--- src/rtl/game_sequencer.sv ---
// Pong game-flow controller: score counters, serve timing and phase sequencing.
// Drives the score display and gates the ball datapath.
module game_sequencer #(
    parameter int WIN_SCORE   = 11,
    parameter int SERVE_DELAY = 60,
    parameter int OVER_DELAY  = 120
) (
    input  logic       clk,
    input  logic       reset,
    input  logic       frame_tick,
    input  logic       start,
    input  logic       miss_left,
    input  logic       miss_right,
    output logic [3:0] left_score,
    output logic [3:0] right_score,
    output logic       ball_enable,
    output logic       serve,
    output logic       serve_dir,
    output logic       attract,
    output logic       game_over
);

    typedef enum logic [1:0] {
        ATTRACT    = 2'd0,
        SERVE_WAIT = 2'd1,
        PLAY       = 2'd2,
        GAME_OVER  = 2'd3
    } state_t;

    localparam logic [7:0] SERVE_LAST = 8'(SERVE_DELAY - 1);
    localparam logic [7:0] OVER_LAST  = 8'(OVER_DELAY - 1);
    localparam logic [3:0] WIN        = 4'(WIN_SCORE);

    state_t     state_q, state_d;
    logic [7:0] cnt_q, cnt_d;
    logic [3:0] left_q, left_d;
    logic [3:0] right_q, right_d;
    logic       start_q;
    logic       serve_q, serve_d;
    logic       dir_q, dir_d;
    logic       start_rise;
    logic [3:0] left_inc, right_inc;

    assign start_rise = start & ~start_q;
    assign left_inc   = left_q + 4'd1;
    assign right_inc  = right_q + 4'd1;

    always_ff @(posedge clk or negedge reset) begin
        if (!reset) begin
            state_q <= ATTRACT;
            cnt_q   <= 8'd0;
            left_q  <= 4'd0;
            right_q <= 4'd0;
            start_q <= 1'b0;
            serve_q <= 1'b0;
            dir_q   <= 1'b1;
        end else begin
            state_q <= state_d;
            cnt_q   <= cnt_d;
            left_q  <= left_d;
            right_q <= right_d;
            start_q <= start;
            serve_q <= serve_d;
            dir_q   <= dir_d;
        end
    end

    always_comb begin
        state_d = state_q;
        cnt_d   = cnt_q;
        left_d  = left_q;
        right_d = right_q;
        serve_d = 1'b0;
        dir_d   = dir_q;
        unique case (state_q)
            ATTRACT: begin
                if (start_rise) begin
                    left_d  = 4'd0;
                    right_d = 4'd0;
                    dir_d   = 1'b1;
                    cnt_d   = 8'd0;
                    state_d = SERVE_WAIT;
                end
            end
            SERVE_WAIT: begin
                if (frame_tick) begin
                    if (cnt_q == SERVE_LAST) begin
                        cnt_d   = 8'd0;
                        serve_d = 1'b1;
                        state_d = PLAY;
                    end else begin
                        cnt_d = cnt_q + 8'd1;
                    end
                end
            end
            PLAY: begin
                // miss_left has priority when both edges report in one cycle
                if (miss_left) begin
                    right_d = right_inc;
                    dir_d   = 1'b0;
                    cnt_d   = 8'd0;
                    state_d = (right_inc == WIN) ? GAME_OVER : SERVE_WAIT;
                end else if (miss_right) begin
                    left_d  = left_inc;
                    dir_d   = 1'b1;
                    cnt_d   = 8'd0;
                    state_d = (left_inc == WIN) ? GAME_OVER : SERVE_WAIT;
                end
            end
            GAME_OVER: begin
                if (frame_tick) begin
                    if (cnt_q == OVER_LAST) begin
                        cnt_d   = 8'd0;
                        state_d = ATTRACT;
                    end else begin
                        cnt_d = cnt_q + 8'd1;
                    end
                end
            end
            default: state_d = ATTRACT;
        endcase
    end

    assign left_score  = left_q;
    assign right_score = right_q;
    assign serve       = serve_q;
    assign serve_dir   = dir_q;
    assign attract     = (state_q == ATTRACT);
    assign game_over   = (state_q == GAME_OVER);
    assign ball_enable = (state_q == ATTRACT) || (state_q == PLAY);

endmodule
--- config.mk ---
export PLATFORM = sky130hd
export DESIGN_NAME = game_sequencer
export DESIGN_NICKNAME = d
export VERILOG_FILES = /design/src/rtl/game_sequencer.sv
export SDC_FILE = /design/constraint.sdc
export NUM_CORES = 1
export LEC_CHECK = 0
export CAP_MARGIN = 20
export CORE_ASPECT_RATIO = 1.1
export CORE_UTILIZATION = 56
export DETAILED_ROUTE_END_ITERATION = 10
export PLACE_DENSITY = 0.87
export SLEW_MARGIN = 30
export SYNTH_ARGS = -nofsm -noshare
export SYNTH_HDL_FRONTEND = slang
export SYNTH_SLANG_ARGS = --single-unit
--- constraint.sdc ---
create_clock -name clk -period 4.35 [get_ports clk]
set_input_delay 0.87 -clock clk [delete_from_list [all_inputs] [get_ports clk]]
set_output_delay 0.87 -clock clk [all_outputs]
set_load 0.01 [all_outputs]
# Word-level counts from Yosys, hierarchy flattened
# Cells that the tools add are included.
# op_classes
add_sub_neg	3
n_reduce_logical	8
n_eq_ne	16
n_bitwise	2
mux	31
# op_table
op	n
$mux 8	7
$pmux 8 s4	1
$mux 2	9
$mux 4	4
$pmux 4 s2	2
$ne 2x2->1 const B	6
$add 4x1->4 const B	2
$add 8x1->8 const B	1
$eq 4x4->1 const B	2
$eq 8x6->1 const B	1
$eq 8x7->1 const B	1
$pmux 2 s4	1
$reduce_and 4->1	2
$mux 1	6
$reduce_and 3->1	2
$reduce_and 6->1	1
$eq 2x2->1 const B	2
$ne 2x1->1 const B	2
$ne 3x3->1 const B	1
$eq 2x1->1 const B	1
$logic_not 2->1	1
$pmux 1 s2	1
$reduce_bool 2->1	1
$and 1x1->1	1
2 further kinds	2
# totals
output_inout_bits	13
reg_bits	21
word_cells	67
input_bits	6

# Longest topological paths before layout
# Gate-level depths: netlist of run 1.
# depth
word_depth	6
mapped_depth	6
ltp_nobuf	5

# Worst setup path after synthesis of run 1
# No wires, ideal clock.
# synth_path
path_type	input to register
startpoint	in miss_left
endpoint	reg cnt_q[6]
path_slack_ns	2.161
t_arrival_ns	2.053
path_buffers	1
required_time_ns	4.214
setup_time_ns	0.136
cell_stages	5
path_cell_list	or4b_2 > o221ai_1 > buf_4 > nand3b_1 > o211ai_1
# synth_via
elab_chain_len	2
word_cells_on_any_way	4
classes_between	eq/ne (1); mux (2); reduce/logical (1)
# synth_lines
item	line	text
from (decl)	12	input logic miss_left,
$ne 3x3->1 (no line) or $mux 8 (tied branches)	-	
$reduce_and 4->1 (no line) or $pmux 8 s4 (tied branches)	-	
to (signal assigned)	59	cnt_q <= cnt_d;
to (decl)	35	logic [7:0] cnt_q, cnt_d;
# Parallel ways exist; a longest one is shown, timed or not.
# A chain may end at the register's enable or synchronous reset.

# Worst setup path after layout of run 1
# layout_path
startpoint	in miss_left
endpoint	reg cnt_q[7]
# The elaborated chain is that of the path after synthesis.

==> impl_metrics.json, run 1 <==
{
  "tns_ps": 0,
  "wl_per_cell_um": 14.54,
  "syn_area_per_cell_um2": 9.501,
  "gr-max-usage-layer": "met2",
  "grt_pass1_vias": 963,
  "endpoint_kind": "flop",
  "required_ps": 4530,
  "die_w_um": 46.44,
  "critPathArrivalTime_ps": 2910,
  "synth-seq-cells": 21,
  "wl_um": 2516,
  "internal_power_mw": 0.3604,
  "slew_headroom_pct": 48.45,
  "initial_core_util_pct": 60.19,
  "place_ws_ps": 1318,
  "final_hold_viol_count": 0,
  "leakagePower_nw": 0.5776,
  "vias": 1048,
  "ys_warn_count": 0,
  "yosysTopAreaCell": "dfrtp_1",
  "cts_tree": "yes",
  "synthesis.nets": 137,
  "htree_levels": 1,
  "netlist_area_um2": 1216,
  "pwr-share-seq_pct": 54.2,
  "met3_usage_pct": 4.240,
  "timing.final.ws_setup_ps": 1623,
  "io_buffers": 18,
  "drc": 0,
  "fin_crit_sh_pct": 62.70,
  "synth_top_area_share_pct": 41.15,
  "p_sw_share_pct": 36.25,
  "p_clk_share_pct": 16.5,
  "synth-async-reset-ratio_pct": 100.0,
  "postCtsSetupBuffers": 0,
  "place_hpwl_um": 1857,
  "die_area_um2": 2362,
  "grt_pass1_wl_um": 4250,
  "clkTransAtPathRegs_ps": 110,
  "ys_seq_area_share_pct": 43.31,
  "dieHeight_um": 50.88,
  "synthCells": 128,
  "start_kind": "input pin",
  "finalSetupViolations": 0,
  "status": "complete, no violations",
  "initialDrtViolationCount": 25,
  "drive_gt1_share_pct": 7.586,
  "rows": 17,
  "synth-main-ff-cell": "dfrtp_1",
  "drv_slew": 0,
  "cap_viol_max_count": 0,
  "antennaDiodeCount": 0,
  "core-area_um2": 2021,
  "switchingPower_mw": 0.2050,
  "nFillCells": 166,
  "hold_buffers": 0,
  "synth_area_leaders": "dfrtp_1, o21ai_0, nand2_1",
  "grt_start_max_net_pins": 22,
  "grt_antenna_before_repair": 0,
  "cts_resized": 0,
  "share_comb_of_total_power_pct": 29.3,
  "cellPowerDensity_nw_per_um2": 399.6,
  "cts_root_buf": "clkbuf_4",
  "area_delta_synth_final_pct": 16.36,
  "rsz0062_at_grt": "no",
  "clock-sinks": 21,
  "clk_latency_ps": 300,
  "hold_class": "input pin to async pin",
  "use_met2_pct": 39.58,
  "via_per_inst": 6.058,
  "clock-skew-final_ps": 5.406,
  "ant_nets": 0,
  "gp_congestion": 0.8311,
  "synth_cell_types": 44,
  "drt_pass1_iterations": 4,
  "synth_edf_count": 0,
  "grt_usage_pct": 25.25,
  "grt_use_met1_pct": 31.19,
  "crit_fanout": 12,
  "grt_overflow": 0,
  "cts.path.max_buffers": 2,
  "critPathKind": "input pin to flop",
  "cts_buffers": 3,
  "worst_slew_pin_slew_ps": 773.3,
  "finalCriticalPeriod_ps": 2727,
  "ios": 19,
  "peakVddDrop_uv": 266.3,
  "fmax_mhz": 366.6,
  "nets": 155
}
-- cell usage after synthesis (3+ instances only) --
| cell | count |
|---|---|
| a21o_1 | 4 |
| a22o_1 | 4 |
| dfrtp_1 | 20 |
| ha_1 | 3 |
| inv_1 | 8 |
| nand2_1 | 12 |
| nand3_1 | 6 |
| nand4b_1 | 3 |
| nor2_1 | 3 |
| nor3b_1 | 3 |
| o21ai_0 | 15 |
| o22ai_1 | 3 |
-- flip-flops by register name, indices dropped and copies added, names as in the netlist --
signal / flops
cnt_q: 8
left_score: 4
right_score: 4
state_q: 2
serve: 1
serve_dir: 1
start_q: 1
-- per-stage QoR --
| step | hold slack (ps) | area (um^2) | utilization, % | std cells | total power, mW |
|---|---|---|---|---|---|
| 6_report | 495.9 | 1415 | 70.03 | 173 | 0.5654 |
| 5_1_grt | 520.6 | 1415 | 70.03 | 173 | 0.6116 |
| 3_3_place_gp | 480.0 | 1394 | 68.98 | 169 | 0.4678 |
| 2_1_floorplan | 487.7 | 1216 | - | 128 | 0.4064 |
| 3_5_place_dp | 485.6 | 1394 | 68.98 | 169 | 0.4771 |
| 4_1_cts | 502.9 | 1420 | 70.28 | 173 | 0.5720 |
-- kinds of logic (layout without fill, tap and decap cells) --
family | count (synthesis) | after routing | share of synthesized area, %
AND/OR/NAND/NOR | 47 | 47 | 23.15
buffers and inverters | 14 | 31 | 5.864
AO/OA/AOI/OAI | 40 | 40 | 22.33
XOR/XNOR | 2 | 2 | 1.441
adder cells (fa/ha/maj) | 3 | 3 | 3.087
multiplexers | 1 | 1 | 0.8231
flip-flops | 21 | 21 | 43.31
-- critical path: stages --
cell and delay, ps:
clkdlybuf4s50_1 590, or4b_2 700, o221ai_1 290, nand3b_1 310
o21ai_0 140
-- power groups by stage --
stage                     Sequential (mW)  Clock (mW)  Combinational, mW
after floorplan                     0.293           0              0.114
after global placement              0.306           0              0.161
after detailed placement            0.309           0              0.168
after CTS                           0.306      0.0980              0.168
after global routing                0.317       0.105              0.189
final                               0.306      0.0933              0.166
-- final cells by class --
cell class | count | area (um^2) | area share, %
multi-input combinational | 93 | 618.1 | 43.68
sequential | 21 | 526.8 | 37.22
timing repair buffer | 18 | 175.2 | 12.38
tap | 28 | 35.03 | 2.476
inverter | 9 | 33.78 | 2.387
clock buffer | 4 | 26.28 | 1.857
-- routing by layer --
metal / part of all wire (%) / vias to the layer above
met5: 0 / -
met3: 3.9 / 4
met1: 44 / 499
met4: 1.7 / 0
met2: 50 / 31
li1: - / 514
-- path summary, 6_finish.rpt --
check / start / endpoint / slack, ps / depth (start not counted)
min in group clk: serve_dir$_DFFE_PN1P_ / serve_dir$_DFFE_PN1P_ / 500 / 2
max in group asynchronous: reset / serve_dir$_DFFE_PN1P_ / 3500 / 1
hold / removal: reset / left_score[0]$_DFFE_PN0P_ / 500 / 1
hold reg to reg: serve_dir$_DFFE_PN1P_ / serve_dir$_DFFE_PN1P_ / 500 / 2
setup / recovery: miss_left / cnt_q[7]$_DFFE_PN0P_ / 1620 / 5
setup reg to reg: state_q[0]$_DFFE_PN0P_ / cnt_q[7]$_DFFE_PN0P_ / 2130 / 4
-- cell usage in the layout (no fill, tap or decap), types with 3 or more instances in the layout --
cell type,Yosys,layout
dfrtp_1,20,20
a21o_1,4,4
o22ai_1,3,3
ha_1,3,3
nand2_1,12,12
inv_1,8,8
clkdlybuf4s50_1,0,17
a22o_1,4,4
nand4b_1,3,3
o21ai_0,15,15
clkbuf_4,0,3
nor3b_1,3,3
nand3_1,6,6
nor2_1,3,3
No activity file was read; power rests on OpenSTA's default activity.
==> inputs of run 2 (changes only) <==
--- a/config.mk
+++ b/config.mk
@@ -7,9 +7,9 @@
 export LEC_CHECK = 0
 export CAP_MARGIN = 20
 export CORE_ASPECT_RATIO = 1.1
-export CORE_UTILIZATION = 56
+export CORE_UTILIZATION = 52
 export DETAILED_ROUTE_END_ITERATION = 10
-export PLACE_DENSITY = 0.87
+export PLACE_DENSITY = 0.82
 export SLEW_MARGIN = 30
 export SYNTH_ARGS = -nofsm -noshare
 export SYNTH_HDL_FRONTEND = slang
==> constraint.sdc (replaced) <==
create_clock -name clk -period 2.76 [get_ports clk]
set_input_delay 0.552 -clock clk [delete_from_list [all_inputs] [get_ports clk]]
set_output_delay 0.552 -clock clk [all_outputs]
set_load 0.01 [all_outputs]
==> run 2 against run 1 <==
Effect of this change: via count grew 2.6%; critical path depth shrank 3; design area grew 2.2%; clock skew is essentially flat; first-iteration DRC count grew 16%; sequential share of layout area shrank 0.81 points; clock-buffer cell count shrank 1; routed wire length grew 0.28%; sequential cell count is the same; utilization shrank 5.2 points; largest cell class unchanged.
==> impl_metrics.json, run 2 (synthesis results as in run 1) <==
{
  "status": "complete, no violations",
  "clock-sinks": 21,
  "peakVddDrop_uv": 445.2,
  "ff2ff_path_depth": 4,
  "vias": 1075,
  "dieHeight_um": 52.72,
  "grt_pass1_wl_um": 4215,
  "nFillCells": 195,
  "tns_ps": 0,
  "ant_nets": 0,
  "critPathLaunch": "state_q[0]$_DFFE_PN0P_",
  "pwr-share-seq_pct": 53.3,
  "cts_buffers": 3,
  "grt_pass1_vias": 978,
  "grt_start_max_net_pins": 22,
  "cts.path.max_buffers": 2,
  "die_w_um": 48.11,
  "clk_latency_ps": 300,
  "via_per_inst": 6.039,
  "final_cell_mix": "dfrtp_1, clkdlybuf4s50_1, o21ai_0",
  "ios": 19,
  "crit_path_end": "ball_enable",
  "gp_congestion": 0.8435,
  "final_hold_viol_count": 0,
  "placed_area_um2": 1419,
  "antennaDiodeCount": 0,
  "internal_power_mw": 0.5727,
  "hold_buffers": 0,
  "crit_fanout": 16,
  "core-area_um2": 2230,
  "p_sw_share_pct": 36.43,
  "initialDrtViolationCount": 29,
  "cts_resized": 0,
  "p_total_mw": 0.9008,
  "htree_levels": 1,
  "r2r_slack_ps": 690,
  "grt_usage_pct": 23.72,
  "fin_crit_sh_pct": 86.62,
  "postCtsSetupBuffers": 0,
  "initial_core_util_pct": 54.55,
  "r2r_start": "state_q[1]$_DFFE_PN0P_",
  "share_comb_of_total_power_pct": 30.3,
  "rsz0062_at_grt": "no",
  "wl_um": 2523,
  "nets": 158,
  "fmax_mhz": 418.3,
  "switchingPower_mw": 0.3281,
  "p_clk_share_pct": 16.4,
  "grt_overflow": 0,
  "drive_gt1_share_pct": 9.459,
  "place_hpwl_um": 1872,
  "area_delta_synth_final_pct": 18.93,
  "reg2reg_to": "state_q[1]$_DFFE_PN0P_",
  "worst_slew_pin_slew_ps": 700.9,
  "die_area_um2": 2536,
  "cellPowerDensity_nw_per_um2": 622.8,
  "clock-skew-final_ps": 5.304,
  "cap_viol_max_count": 0,
  "required_ps": 2210,
  "critPathKind": "flop to output port",
  "start_kind": "flop",
  "final_common_cell": "dfrtp_1",
  "endpoint_kind": "output port",
  "io_buffers": 18,
  "drc": 0,
  "drv_slew": 0,
  "whs_ps": 525.2,
  "grt_antenna_before_repair": 0,
  "finalCriticalPeriod_ps": 2391,
  "largest_register_ffs": 8,
  "critPathArrivalTime_ps": 1840,
  "leakagePower_nw": 0.5948,
  "clkTransAtPathRegs_ps": 120,
  "drt_pass1_iterations": 4,
  "hold_class": "flop to flop",
  "slew_headroom_pct": 52.78,
  "cts_tree": "yes",
  "design_area_um2": 1446,
  "wl_per_cell_um": 14.17,
  "top_register": "cnt_q",
  "rows": 18,
  "finalSetupViolations": 0,
  "cts_root_buf": "clkbuf_4"
}
## run 2: power groups by stage
| stage | sequential (mW) | combinational (mW) | clock (mW) |
|---|---|---|---|
| after global routing | 0.495 | 0.315 | 0.165 |
| after floorplan | 0.461 | 0.179 | 0 |
| after detailed placement | 0.484 | 0.274 | 0 |
| final | 0.480 | 0.273 | 0.148 |
| after global placement | 0.482 | 0.261 | 0 |
| after CTS | 0.478 | 0.275 | 0.155 |
## run 2: layer usage
| metal | routed length, um | track usage, % | up-vias |
|---|---|---|---|
| met5 | 0 | 0 | - |
| met4 | 26 | 6.944 | 0 |
| met3 | 64 | 4.138 | 4 |
| met2 | 1260 | 38.96 | 19 |
| met1 | 1171 | 31.07 | 531 |
| li1 | - | - | 521 |
## run 2: worst min path at each step
stage	startpoint	end	slack (ps)	cells after the start
6_report	serve_dir$_DFFE_PN1P_	serve_dir$_DFFE_PN1P_	530	2
5_1_grt	serve_dir$_DFFE_PN1P_	serve_dir$_DFFE_PN1P_	540	2
4_1_cts	serve_dir$_DFFE_PN1P_	serve_dir$_DFFE_PN1P_	530	2
3_5_place_dp	serve_dir$_DFFE_PN1P_	serve_dir$_DFFE_PN1P_	510	2
3_3_place_gp	serve_dir$_DFFE_PN1P_	serve_dir$_DFFE_PN1P_	490	2
2_1_floorplan	reset	cnt_q[0]$_DFFE_PN0P_	260	0
## run 2: area by class of cell
type | count | area, um^2 | area share (%)
inverter | 9 | 33.78 | 2.336
sequential | 21 | 526.8 | 36.42
multi-input combinational | 93 | 618.1 | 42.73
tap | 30 | 37.54 | 2.595
timing repair buffer | 21 | 202.7 | 14.01
clock inverter | 1 | 5.005 | 0.3460
clock buffer | 3 | 22.52 | 1.557
## run 2: through the flow
stage	setup WS (ps)	utilization (%)	instances
floorplan	889.2	-	128
global placement	488.7	63.64	174
detailed placement	426.4	63.64	174
CTS	350.5	64.87	178
global route	185.9	64.87	178
finish	369.4	64.87	178
## run 2: critical path: stages (launching register included)
cell and delay, ps:
dfrtp_1 650, clkinv_1 330, clkdlybuf4s50_1 560
==> inputs of run 3 (changes only) <==
--- a/config.mk
+++ b/config.mk
@@ -7,9 +7,9 @@
 export LEC_CHECK = 0
 export CAP_MARGIN = 20
 export CORE_ASPECT_RATIO = 1.1
-export CORE_UTILIZATION = 52
+export CORE_UTILIZATION = 32
 export DETAILED_ROUTE_END_ITERATION = 10
-export PLACE_DENSITY = 0.82
+export PLACE_DENSITY = 0.56
 export SLEW_MARGIN = 30
 export SYNTH_ARGS = -nofsm -noshare
 export SYNTH_HDL_FRONTEND = slang
==> run 3 against run 2 <==
Effect of this change: setup slack worse by 38 ps; sequential share of layout area down 1.4 points; global-route usage down 8.1 points; first-iteration DRC count up 100%; design area up 4.1%; sequential cell count unchanged; non-clock buffer count up 2; fmax down 1.6%; via count down 0.19%; critical path type unchanged; largest power group unchanged.
==> impl_metrics.json, run 3 (synthesis results as in run 1) <==
{
  "drt_pass1_iterations": 4,
  "ant_nets": 0,
  "final_common_cell": "dfrtp_1",
  "gp_congestion": 0.7703,
  "rows": 23,
  "critPathBufInv": 2,
  "pwr-share-seq_pct": 50.3,
  "final_hold_viol_count": 0,
  "slowest_delay_ps": 680,
  "clk_latency_ps": 260,
  "status": "complete, no violations",
  "cts_resized": 0,
  "top_register": "cnt_q",
  "endpoint_kind": "output port",
  "p_sw_share_pct": 34.94,
  "drv_slew": 0,
  "io_buffers": 18,
  "cp_top_family": "buffers and inverters",
  "via_per_inst": 5.365,
  "grt_antenna_before_repair": 0,
  "finalCriticalPeriod_ps": 2429,
  "grt_start_max_net_pins": 22,
  "grt_usage_pct": 15.58,
  "wl_per_cell_um": 14.01,
  "cts_root_buf": "clkbuf_8",
  "wl_um": 2801,
  "drc": 0,
  "cellPowerDensity_nw_per_um2": 633.9,
  "cap_viol_max_count": 0,
  "internal_power_mw": 0.6208,
  "worst_slew_pin_slew_ps": 689.6,
  "nets": 160,
  "crit_fanout": 16,
  "start_kind": "flop",
  "clock-sinks": 21,
  "critPathArrivalTime_ps": 1880,
  "htree_levels": 1,
  "required_ps": 2210,
  "cts_tree": "yes",
  "crit_slowest_cell": "dfrtp_1",
  "leakagePower_nw": 0.6122,
  "critPathKind": "flop to output port",
  "placed_area_um2": 1459,
  "tns_ps": 0,
  "hold_buffers": 0,
  "vias": 1073,
  "ios": 19,
  "slew_headroom_pct": 53.54,
  "place_ws_ps": 435.8,
  "die_w_um": 60.78,
  "initial_core_util_pct": 33.54,
  "dieHeight_um": 66.66,
  "fin_crit_sh_pct": 87.99,
  "area_delta_synth_final_pct": 23.77,
  "p_clk_share_pct": 21.2,
  "grt_overflow": 0,
  "cts_buffers": 3,
  "peakVddDrop_uv": 263.6,
  "final_cell_mix": "dfrtp_1, clkdlybuf4s50_1, o21ai_0",
  "p_total_mw": 0.9542,
  "share_comb_of_total_power_pct": 28.4,
  "path_cells": "clkinv_1, clkdlybuf4s50_1",
  "cts.path.max_buffers": 2,
  "clock-skew-final_ps": 6.128,
  "timing.final.ws_setup_ps": 331.5,
  "postCtsSetupBuffers": 0,
  "switchingPower_mw": 0.3334,
  "grt_pass1_vias": 1023,
  "finalSetupViolations": 0,
  "grt_pass1_wl_um": 4726,
  "drive_gt1_share_pct": 10.67,
  "core-area_um2": 3626,
  "clkTransAtPathRegs_ps": 80,
  "place_hpwl_um": 2032,
  "initialDrtViolationCount": 59,
  "whs_ps": 502.5,
  "design_area_um2": 1505,
  "fmax_mhz": 411.8,
  "rsz0062_at_grt": "no",
  "largest_register_ffs": 8,
  "antennaDiodeCount": 0,
  "die_area_um2": 4051,
  "hold_class": "flop to flop"
}
-- run 3: layer usage --
| metal | global-route usage, % | up-vias | routed length (um) |
|---|---|---|---|
| met2 | 25.00 | 29 | 1392 |
| met1 | 20.67 | 520 | 1257 |
| met5 | 0 | - | 0 |
| li1 | - | 520 | - |
| met4 | 5.682 | 0 | 25 |
| met3 | 2.718 | 4 | 126 |
-- run 3: cell type report --
type                            instances  area, um^2
Fill cell                             369        2121
Multi-Input combinational cell         93       618.1
Sequential cell                        21       526.8
Timing Repair Buffer                   23       217.7
Tap cell                               50       62.56
Clock buffer                            3       41.29
Inverter                                9       33.78
Clock inverter                          1       5.005
-- run 3: final timing paths --
| check | cells past startpoint | slack (ps) | end | start |
|---|---|---|---|---|
| max reg2reg | 4 | 770 | state_q[1]$_DFFE_PN0P_ | cnt_q[2]$_DFFE_PN0P_ |
| max in group asynchronous | 2 | 1860 | serve_dir$_DFFE_PN1P_ | reset |
| min | 2 | 500 | serve_dir$_DFFE_PN1P_ | serve_dir$_DFFE_PN1P_ |
| max | 2 | 330 | ball_enable | state_q[0]$_DFFE_PN0P_ |
| min reg2reg | 2 | 500 | serve_dir$_DFFE_PN1P_ | serve_dir$_DFFE_PN1P_ |
| min in group asynchronous | 2 | 630 | right_score[2]$_DFFE_PN0P_ | reset |
-- run 3: power groups by stage --
stage / clock [mW] / combinational, mW / sequential [mW]
6_report: 0.203 / 0.271 / 0.480
5_1_grt: 0.232 / 0.313 / 0.496
4_1_cts: 0.215 / 0.276 / 0.480
3_5_place_dp: 0 / 0.276 / 0.484
3_3_place_gp: 0 / 0.266 / 0.487
2_1_floorplan: 0 / 0.179 / 0.461
-- run 3: metrics by stage --
stage | instances | util [%]
after floorplan | 128 | -
after global placement | 196 | 40.23
after detailed placement | 196 | 40.23
after CTS | 200 | 41.51
after global routing | 200 | 41.51
final | 200 | 41.51
-- run 3: worst register-to-register path: stages (launching register included) --
cell	delay [ps]
dfrtp_1	450
or4b_4	570
a21o_1	290
a21o_1	230
a221o_1	340
